**src/rtl/kernel_mac_pipe.sv**
```systemverilog
// kernel_mac_pipe: parametrised pipelined multiply-accumulate.
//   Sample path: stage 1 registers the operands, stage 2 forms the full
//   A_WIDTH+B_WIDTH product, and stages 3..NUM_STAGE only delay it.
//   dout is that product resized to P_WIDTH.
//   An optional accumulator stage sits after the product pipeline. It sums
//   ext(dout), honours an in-band clear and keeps a sticky overflow flag.
// Ports:
//   clk, reset (async, active low), ce (freezes every register when 0)
//   in_valid, din0, din1, acc_clr   sample inputs; acc_clr travels with its sample
//   out_valid, dout                  product output, NUM_STAGE ce cycles after input
//   acc_valid, acc, ovf              accumulator output, one ce cycle after dout
module kernel_mac_pipe #(
   parameter int A_WIDTH   = 10,
   parameter int B_WIDTH   = 11,
   parameter int P_WIDTH   = 20,
   parameter int ACC_WIDTH = 32,
   parameter int NUM_STAGE = 4,
   parameter int SIGNED    = 0,
   parameter int ACC_EN    = 1
) (
   input  logic                 clk,
   input  logic                 reset,
   input  logic                 ce,
   input  logic                 in_valid,
   input  logic [A_WIDTH-1:0]   din0,
   input  logic [B_WIDTH-1:0]   din1,
   input  logic                 acc_clr,
   output logic                 out_valid,
   output logic [P_WIDTH-1:0]   dout,
   output logic                 acc_valid,
   output logic [ACC_WIDTH-1:0] acc,
   output logic                 ovf
);

   localparam int FULL = A_WIDTH + B_WIDTH;

   // vld_pipe[i-1] is the valid bit of stage i. The top bit, vld_pipe[NUM_STAGE],
   // is the valid bit of the accumulator stage.
   logic [NUM_STAGE:0]            vld_pipe;
   logic [NUM_STAGE-1:0]          clr_pipe;
   logic [A_WIDTH-1:0]            a_q;
   logic [B_WIDTH-1:0]            b_q;
   logic [NUM_STAGE:2][FULL-1:0]  prod_pipe;

   // Extend both operands to the full product width before multiplying.
   // The low FULL bits of the product of the extended operands are then the
   // correct two's complement (or unsigned) result.
   logic              a_sgn, b_sgn;
   logic [FULL-1:0]   a_ext, b_ext, mult;

   assign a_sgn = (SIGNED != 0) && a_q[A_WIDTH-1];
   assign b_sgn = (SIGNED != 0) && b_q[B_WIDTH-1];
   assign a_ext = {{B_WIDTH{a_sgn}}, a_q};
   assign b_ext = {{A_WIDTH{b_sgn}}, b_q};
   assign mult  = a_ext * b_ext;

   always_ff @(posedge clk or negedge reset) begin
      if (!reset) begin
         vld_pipe  <= '0;
         clr_pipe  <= '0;
         a_q       <= '0;
         b_q       <= '0;
         prod_pipe <= '0;
      end else if (ce) begin
         vld_pipe     <= {vld_pipe[NUM_STAGE-1:0], in_valid};
         clr_pipe     <= {clr_pipe[NUM_STAGE-2:0], acc_clr};
         a_q          <= din0;
         b_q          <= din1;
         prod_pipe[2] <= mult;
         for (int i = 3; i <= NUM_STAGE; i++)
            prod_pipe[i] <= prod_pipe[i-1];
      end
   end

   // Size casts truncate (wrap) or extend. A signed source extends with its
   // sign bit, so one cast covers both P_WIDTH < FULL and P_WIDTH > FULL.
   generate
      if (SIGNED != 0) begin : g_dout_s
         assign dout = P_WIDTH'($signed(prod_pipe[NUM_STAGE]));
      end else begin : g_dout_u
         assign dout = P_WIDTH'(prod_pipe[NUM_STAGE]);
      end
   endgenerate

   assign out_valid = vld_pipe[NUM_STAGE-1];

   generate
      if (ACC_EN != 0) begin : g_acc
         logic [ACC_WIDTH-1:0] acc_q, addend;
         logic [ACC_WIDTH:0]   sum;
         logic                 ovf_q, add_ovf;
         logic                 vld_fin, clr_fin;

         assign vld_fin = vld_pipe[NUM_STAGE-1];
         assign clr_fin = clr_pipe[NUM_STAGE-1];

         if (SIGNED != 0) begin : g_ext_s
            assign addend  = ACC_WIDTH'($signed(dout));
            assign sum     = {1'b0, acc_q} + {1'b0, addend};
            // Operands of equal sign giving a result of the other sign.
            assign add_ovf = (acc_q[ACC_WIDTH-1] == addend[ACC_WIDTH-1]) &&
                             (sum[ACC_WIDTH-1] != acc_q[ACC_WIDTH-1]) &&
                             (sum[ACC_WIDTH] | 1'b1);
         end else begin : g_ext_u
            assign addend  = ACC_WIDTH'(dout);
            assign sum     = {1'b0, acc_q} + {1'b0, addend};
            assign add_ovf = sum[ACC_WIDTH];
         end

         always_ff @(posedge clk or negedge reset) begin
            if (!reset) begin
               acc_q <= '0;
               ovf_q <= 1'b0;
            end else if (ce) begin
               if (clr_fin) begin
                  // A clear restarts the sum. A valid sample becomes the new
                  // sum, and a bubble leaves zero. Overflow is never flagged here.
                  acc_q <= vld_fin ? addend : '0;
                  ovf_q <= 1'b0;
               end else if (vld_fin) begin
                  acc_q <= sum[ACC_WIDTH-1:0];
                  ovf_q <= ovf_q | add_ovf;
               end
            end
         end

         assign acc       = acc_q;
         assign ovf       = ovf_q;
         assign acc_valid = vld_pipe[NUM_STAGE];
      end else begin : g_no_acc
         assign acc       = '0;
         assign ovf       = 1'b0;
         assign acc_valid = 1'b0;
      end
   endgenerate

endmodule
```
**config.mk**
```make
export PLATFORM = sky130hd
export DESIGN_NAME = kernel_mac_pipe
export DESIGN_NICKNAME = d
export VERILOG_FILES = /design/src/rtl/kernel_mac_pipe.sv
export SDC_FILE = /design/constraint.sdc
export NUM_CORES = 1
export LEC_CHECK = 0
export BUFFER_PORTS_ARGS = -buffer_cell sky130_fd_sc_hd__buf_2
export CAP_MARGIN = 20
export CELL_PAD_IN_SITES_DETAIL_PLACEMENT = 0
export CELL_PAD_IN_SITES_GLOBAL_PLACEMENT = 2
export CORE_MARGIN = 2
export CORE_UTILIZATION = 40
export DETAILED_ROUTE_END_ITERATION = 7
export HOLD_SLACK_MARGIN = 0.12
export PLACE_DENSITY_LB_ADDON = 0.1
export SYNTH_ARGS = -nofsm -noshare
export SYNTH_HDL_FRONTEND = slang
export SYNTH_SLANG_ARGS = --single-unit
```
**constraint.sdc**
```tcl
create_clock -name clk -period 5.5 [get_ports clk]
set_input_delay 1.1 -clock clk [delete_from_list [all_inputs] [get_ports clk]]
set_output_delay 1.1 -clock clk [all_outputs]
set_load 0.02 [all_outputs]
```
* Word level (Yosys, flattened, before mapping)
Index checks and enable logic that the tools add are counted.
Operators by class: shift-type cells 0, div/mod/pow operators 0, bitwise logic cells 1, mux-type cells 5, $mul 1, magnitude comparators 0, reductions and logical operators 2, add/sub/neg operators 1, eq/ne operators 0
Operators by type and width (number):
- $mux 32 | 2
- $add 32x20->33 | 1
- $mul 10x11->20 | 1
- $mux 20 | 1
- $mux 1 | 2
- $reduce_and 2->1 | 1
- $reduce_bool 2->1 | 1
- $or 1x1->1 | 1
Storage, ports and cells: memories kept 0, input bits 26, RAM bits 0, ROM bits 0, output and inout port bits 55, register bits after elaboration 123, logic and storage cells 19, bits in latches 0

* Logic depth before layout (Yosys ltp)
depth in word-level cells 4, mapped depth 21, gate-level depth less buffers 19

* Worst setup path before layout
No wires, ideal clock.
path type reg-to-reg, start register a_q[3], end register prod_pipe[17] (netlist name), buffers on the path 2, arrival time 4.877 ns, period minus slack after synthesis 4.946 ns, cell stages (with the launch flop) 19, library setup time 0.069 ns, setup slack 0.554 ns, data required time 5.431 ns, path through dfrtp_1 clkbuf_1 nand2_1 fa_1 inv_1 fa_1 fa_1 fa_1 inv_1 fa_1 inv_1 ha_1 clkbuf_1 a21o_1 a21oi_1 o22ai_1 nor4b_1 or4b_1 nand3_1
Between the ends: cells in the longest elaborated chain, start to end 1
RTL lines:
- from (decl) | RTL line 41 | logic [A_WIDTH-1:0] a_q;
- from (signal assigned) | RTL line 67 | a_q <= din0;
- $mul 10x11->20 | RTL line 55 | assign mult = a_ext * b_ext;
- to (signal, indexed assignment) | RTL line 71 | prod_pipe[i] <= prod_pipe[i-1];
- to (decl) | RTL line 43 | logic [NUM_STAGE:2][FULL-1:0] prod_pipe;
Every way passes these cells. A chain may end at the register's enable or synchronous reset.

* Worst setup path in the final report
start register b_q[4], end register prod_pipe[16] (netlist name)
Between the ends: cells in the longest elaborated chain, start to end 1
RTL lines:
- from (decl) | RTL line 42 | logic [B_WIDTH-1:0] b_q;
- from (signal assigned) | RTL line 68 | b_q <= din1;
- $mul 10x11->20 | RTL line 55
Every way passes these cells.

==> flow_metrics.py <==
metrics = {
    "cells_and_area": {
        "fin_util_pct": 46.04,
        "multi_input_area_um2": 5968,
        "nFillCells": 2332,
        "fin_nets": 1171,
        "area_delta_synth_final_pct": 12.12,
        "ff_latch_area_um2": 3084,
        "antenna_cells": 0,
        "instances_no_fill": 1334,
        "drive_gt1_share_pct": 21.58,
    },
    "synthesis": {
        "synth_mux_area_share_pct": 9.523,
        "synth_cell_types": 57,
        "synthTopCellsByCount": "dfrtp_1 (123), mux2_2 (82), inv_1 (79)",
        "async_flop_share_pct": 100.0,
        "synth_ff_type": "dfrtp_1",
        "synth_area_per_cell_um2": 10.06,
        "synthAdderAreaFrac_pct": 23.87,
        "yosys_warnings": 0,
        "synth_seq_cells": 123,
        "synth_edf_count": 0,
        "synthXorXnorAreaFrac_pct": 3.523,
        "synth_nets": 1133,
        "synth_compound_area_share_pct": 11.43,
        "syn_area_um2": 9697,
        "synthMostInstantiatedCell": "dfrtp_1",
        "synth_area_leaders": "dfrtp_1 (32%), fa_1 (14%), mux2_2 (9.5%)",
        "synth_top_family_by_area": "adder cells",
        "netlist.area_leader.share_pct": 31.74,
        "synthCells": 964,
        "yosysSeqAreaShare_pct": 31.74,
        "synth_top_cell_by_area": "dfrtp_1",
        "synthSimpleGateAreaFrac_pct": 13.20,
    },
    "pwr": {
        "p_per_area_nw_per_um2": 718.0,
        "finalPower_uw": 7805,
        "vdd_drop_max_mv": 0.3307,
        "p_leak_uw": 0.005112,
    },
    "timing": {
        "period_share_pct": 93.70,
        "worstMarginPinSlew_ps": 938.9,
        "setup_viol": 0,
        "max_freq_ghz": 0.1940,
        "fin_skew_ps": 12.92,
        "hold_viol_final": 0,
        "holdWs_ps": 495.6,
        "rsz0062_at_grt": "no",
        "slew_violations": 0,
        "slew_headroom_pct": 37.41,
        "period_minus_slack_ps": 5154,
        "fin_tns_setup_ps": 0,
    },
    "outcome": {
        "outcome": "finished, final reports clean",
    },
    "setup_path": {
        "worst-path-buf-inv": 2,
        "crit_chain": "and2_1 > fa_1 > fa_1 > fa_1 > fa_1 > inv_1 > fa_1 > inv_1 > ha_1 > a2111oi_0 > o21ai_1 > a21oi_1 > nor2_1 > o21ai_0 > xor2_1 > a21oi_1",
        "r2r_setup_slack_ps": 350,
        "cp_slowest_stage_delay_ps": 550,
        "critPathMaxFanout": 11,
        "crit_top_cell": "fa_1",
        "crit_required_ps": 5760,
        "rr_endpoint": "prod_pipe[16]",
        "worstSetupPathType": "flip-flop to flip-flop",
        "timing.rr.start": "b_q[4]",
        "crit_path_start_kind": "flip-flop",
        "cpLargestDelayFamily": "adder cells",
        "cp-end-kind": "flip-flop",
        "reg2reg_depth": 16,
        "cp_data_arrival_time_ps": 5420,
        "slowest_stage": "fa_1",
    },
    "clock_network": {
        "clk_path_buf_depth": 2,
        "clk_latency_ps": 410,
        "clk_pin_slew_ps": 60,
        "ctsHtreeMaxLevel": 4,
        "cts_tree": "done",
        "cts_sinks": 123,
        "cts_hold_buf": 0,
        "cts_inserted_buffers": 17,
        "root_buffer": "clkbuf_16",
        "postCtsSetupBuffers": 0,
    },
    "die": {
        "ios": 81,
        "dieArea_um2": 25500,
        "die_y_um": 159.7,
        "dieWidth_um": 159.7,
        "coreArea_um2": 23610,
        "start_util_pct": 41.07,
        "rows": 56,
    },
    "min_path": {
        "min_from": "prod_pipe[9]",
        "holdPathStages": 1,
        "min_to": "prod_pipe[30]",
        "hp-class": "flip-flop to flip-flop",
    },
    "drt": {
        "drt-pass1-iter-count": 4,
        "vias": 6756,
        "routed_wl_mm": 22.13,
        "vias_per_cell": 5.064,
        "wl_per_cell_um": 16.59,
        "drc": 0,
        "ant_nets": 0,
        "drt_iter0_markers": 273,
    },
    "grt": {
        "antenna_found_initial": 0,
        "grt.total_usage_pct": 18.37,
        "grt_pass1_vias": 7153,
        "grt_max_degree": 101,
        "grt_pass1_wl_mm": 37.82,
        "grt_overflow": 0,
    },
    "place": {
        "port_buffers": 80,
        "dpl.hpwl_mm": 16.36,
        "dp_cells": 1302,
        "gp_congestion": 0.7918,
    },
    "job": {
        "cap_violations": 0,
    },
}
==> logic make-up (layout without fill, tap and decap cells) <==
| group | count (synthesis) | after routing |
|---|---|---|
| flip-flops | 123 | 123 |
| XOR/XNOR | 39 | 39 |
| AND/OR/NAND/NOR | 250 | 250 |
| adder cells (fa/ha/maj) | 143 | 143 |
| AO/OA/AOI/OAI | 178 | 178 |
| multiplexers | 82 | 82 |
| buffers and inverters | 149 | 200 |
==> timing repair <==
| item | 4_1_cts | 5_1_grt |
|---|---|---|
| resized for setup | 0 | 6 |
| endpoints found under the hold margin | 0 | 0 |
| setup endpoints to repair | 0 | 2 |
==> registers in the layout, summed over array words and instances (netlist names) <==
name       flops
ovf            1
a_q           10
vld_pipe       5
acc           32
dout          20
prod_pipe     40
clr_pipe       4
b_q           11
==> layout by cell type (no fill, tap or decap), types with 6 or more instances in the layout <==
| cell | Yosys | routed |
|---|---|---|
| nand2_1 | 72 | 72 |
| inv_1 | 79 | 79 |
| xor2_1 | 14 | 14 |
| dfrtp_1 | 123 | 118 |
| nand2b_1 | 6 | 6 |
| and2_1 | 67 | 67 |
| nand4_1 | 8 | 8 |
| nor3_1 | 6 | 6 |
| buf_2 | 0 | 78 |
| nand3_1 | 10 | 10 |
| clkbuf_16 | 0 | 17 |
| o21ai_0 | 38 | 37 |
| o21ai_1 | 13 | 14 |
| a22oi_1 | 10 | 10 |
| ha_1 | 73 | 73 |
| and3_1 | 6 | 6 |
| a21oi_1 | 46 | 46 |
| nor2b_1 | 19 | 19 |
| a31oi_1 | 14 | 14 |
| mux2_2 | 82 | 82 |
| xnor2_1 | 25 | 25 |
| buf_4 | 21 | 10 |
| nor2_1 | 42 | 42 |
| a21o_1 | 10 | 10 |
| fa_1 | 70 | 70 |
| o21a_1 | 12 | 12 |
==> area by class of cell <==
| class | count | share of cell area [%] |
|---|---|---|
| Timing Repair Buffer | 89 | 4.385 |
| Multi-Input combinational cell | 692 | 54.90 |
| Sequential cell | 123 | 28.37 |
| Clock inverter | 14 | 1.910 |
| Clock buffer | 18 | 4.040 |
| Inverter | 79 | 2.728 |
| Tap cell | 319 | 3.671 |
==> worst reg2reg max path: stages (launching register included) <==
cell and delay [ps]:
dfrtp_1 540, and2_1 270, fa_1 550, fa_1 440, fa_1 520, fa_1 540
inv_1 50, fa_1 410, inv_1 60, ha_1 310, a2111oi_0 390, o21ai_1 110
a21oi_1 220, nor2_1 100, o21ai_0 250, xor2_1 180, a21oi_1 80
==> layer usage <==
metal | global-route usage [%] | vias to the layer above | wire, um | share of wire [%]
li1 | - | 3314 | - | -
met1 | 24.88 | 3336 | 10690 | 48
met2 | 31.13 | 93 | 10630 | 48
met3 | 2.675 | 13 | 604 | 2.7
met4 | 4.380 | 0 | 201 | 0.91
met5 | 0 | - | 0 | 0
==> how the worst max path moves through the flow <==
stage | from | end | slack (ps) | depth (start not counted)
6_report | b_q[4] | prod_pipe[16] | 350 | 16
5_1_grt | a_q[2] | prod_pipe[17] | 50 | 18
3_3_place_gp | b_q[4] | prod_pipe[19] | 280 | 16
3_5_place_dp | a_q[7] | prod_pipe[16] | 260 | 16
4_1_cts | a_q[7] | prod_pipe[16] | 260 | 16
2_1_floorplan | a_q[3] | prod_pipe[17] | 550 | 18
==> metrics by stage <==
step           area (um2)  setup slack (ps)
4_1_cts             10870             260.0
3_3_place_gp        10220             275.3
2_1_floorplan        9697             553.7
6_report            10870             346.4
3_5_place_dp        10220             264.0
5_1_grt             10870             49.36
==> where the power goes <==
part | leakage (uW) | switching (uW) | internal, uW
sequential | 0.00148 | 292 | 1240
clock | 0.000316 | 458 | 784
combinational | 0.00331 | 2810 | 2220
Power figures use the tool's default switching activity.
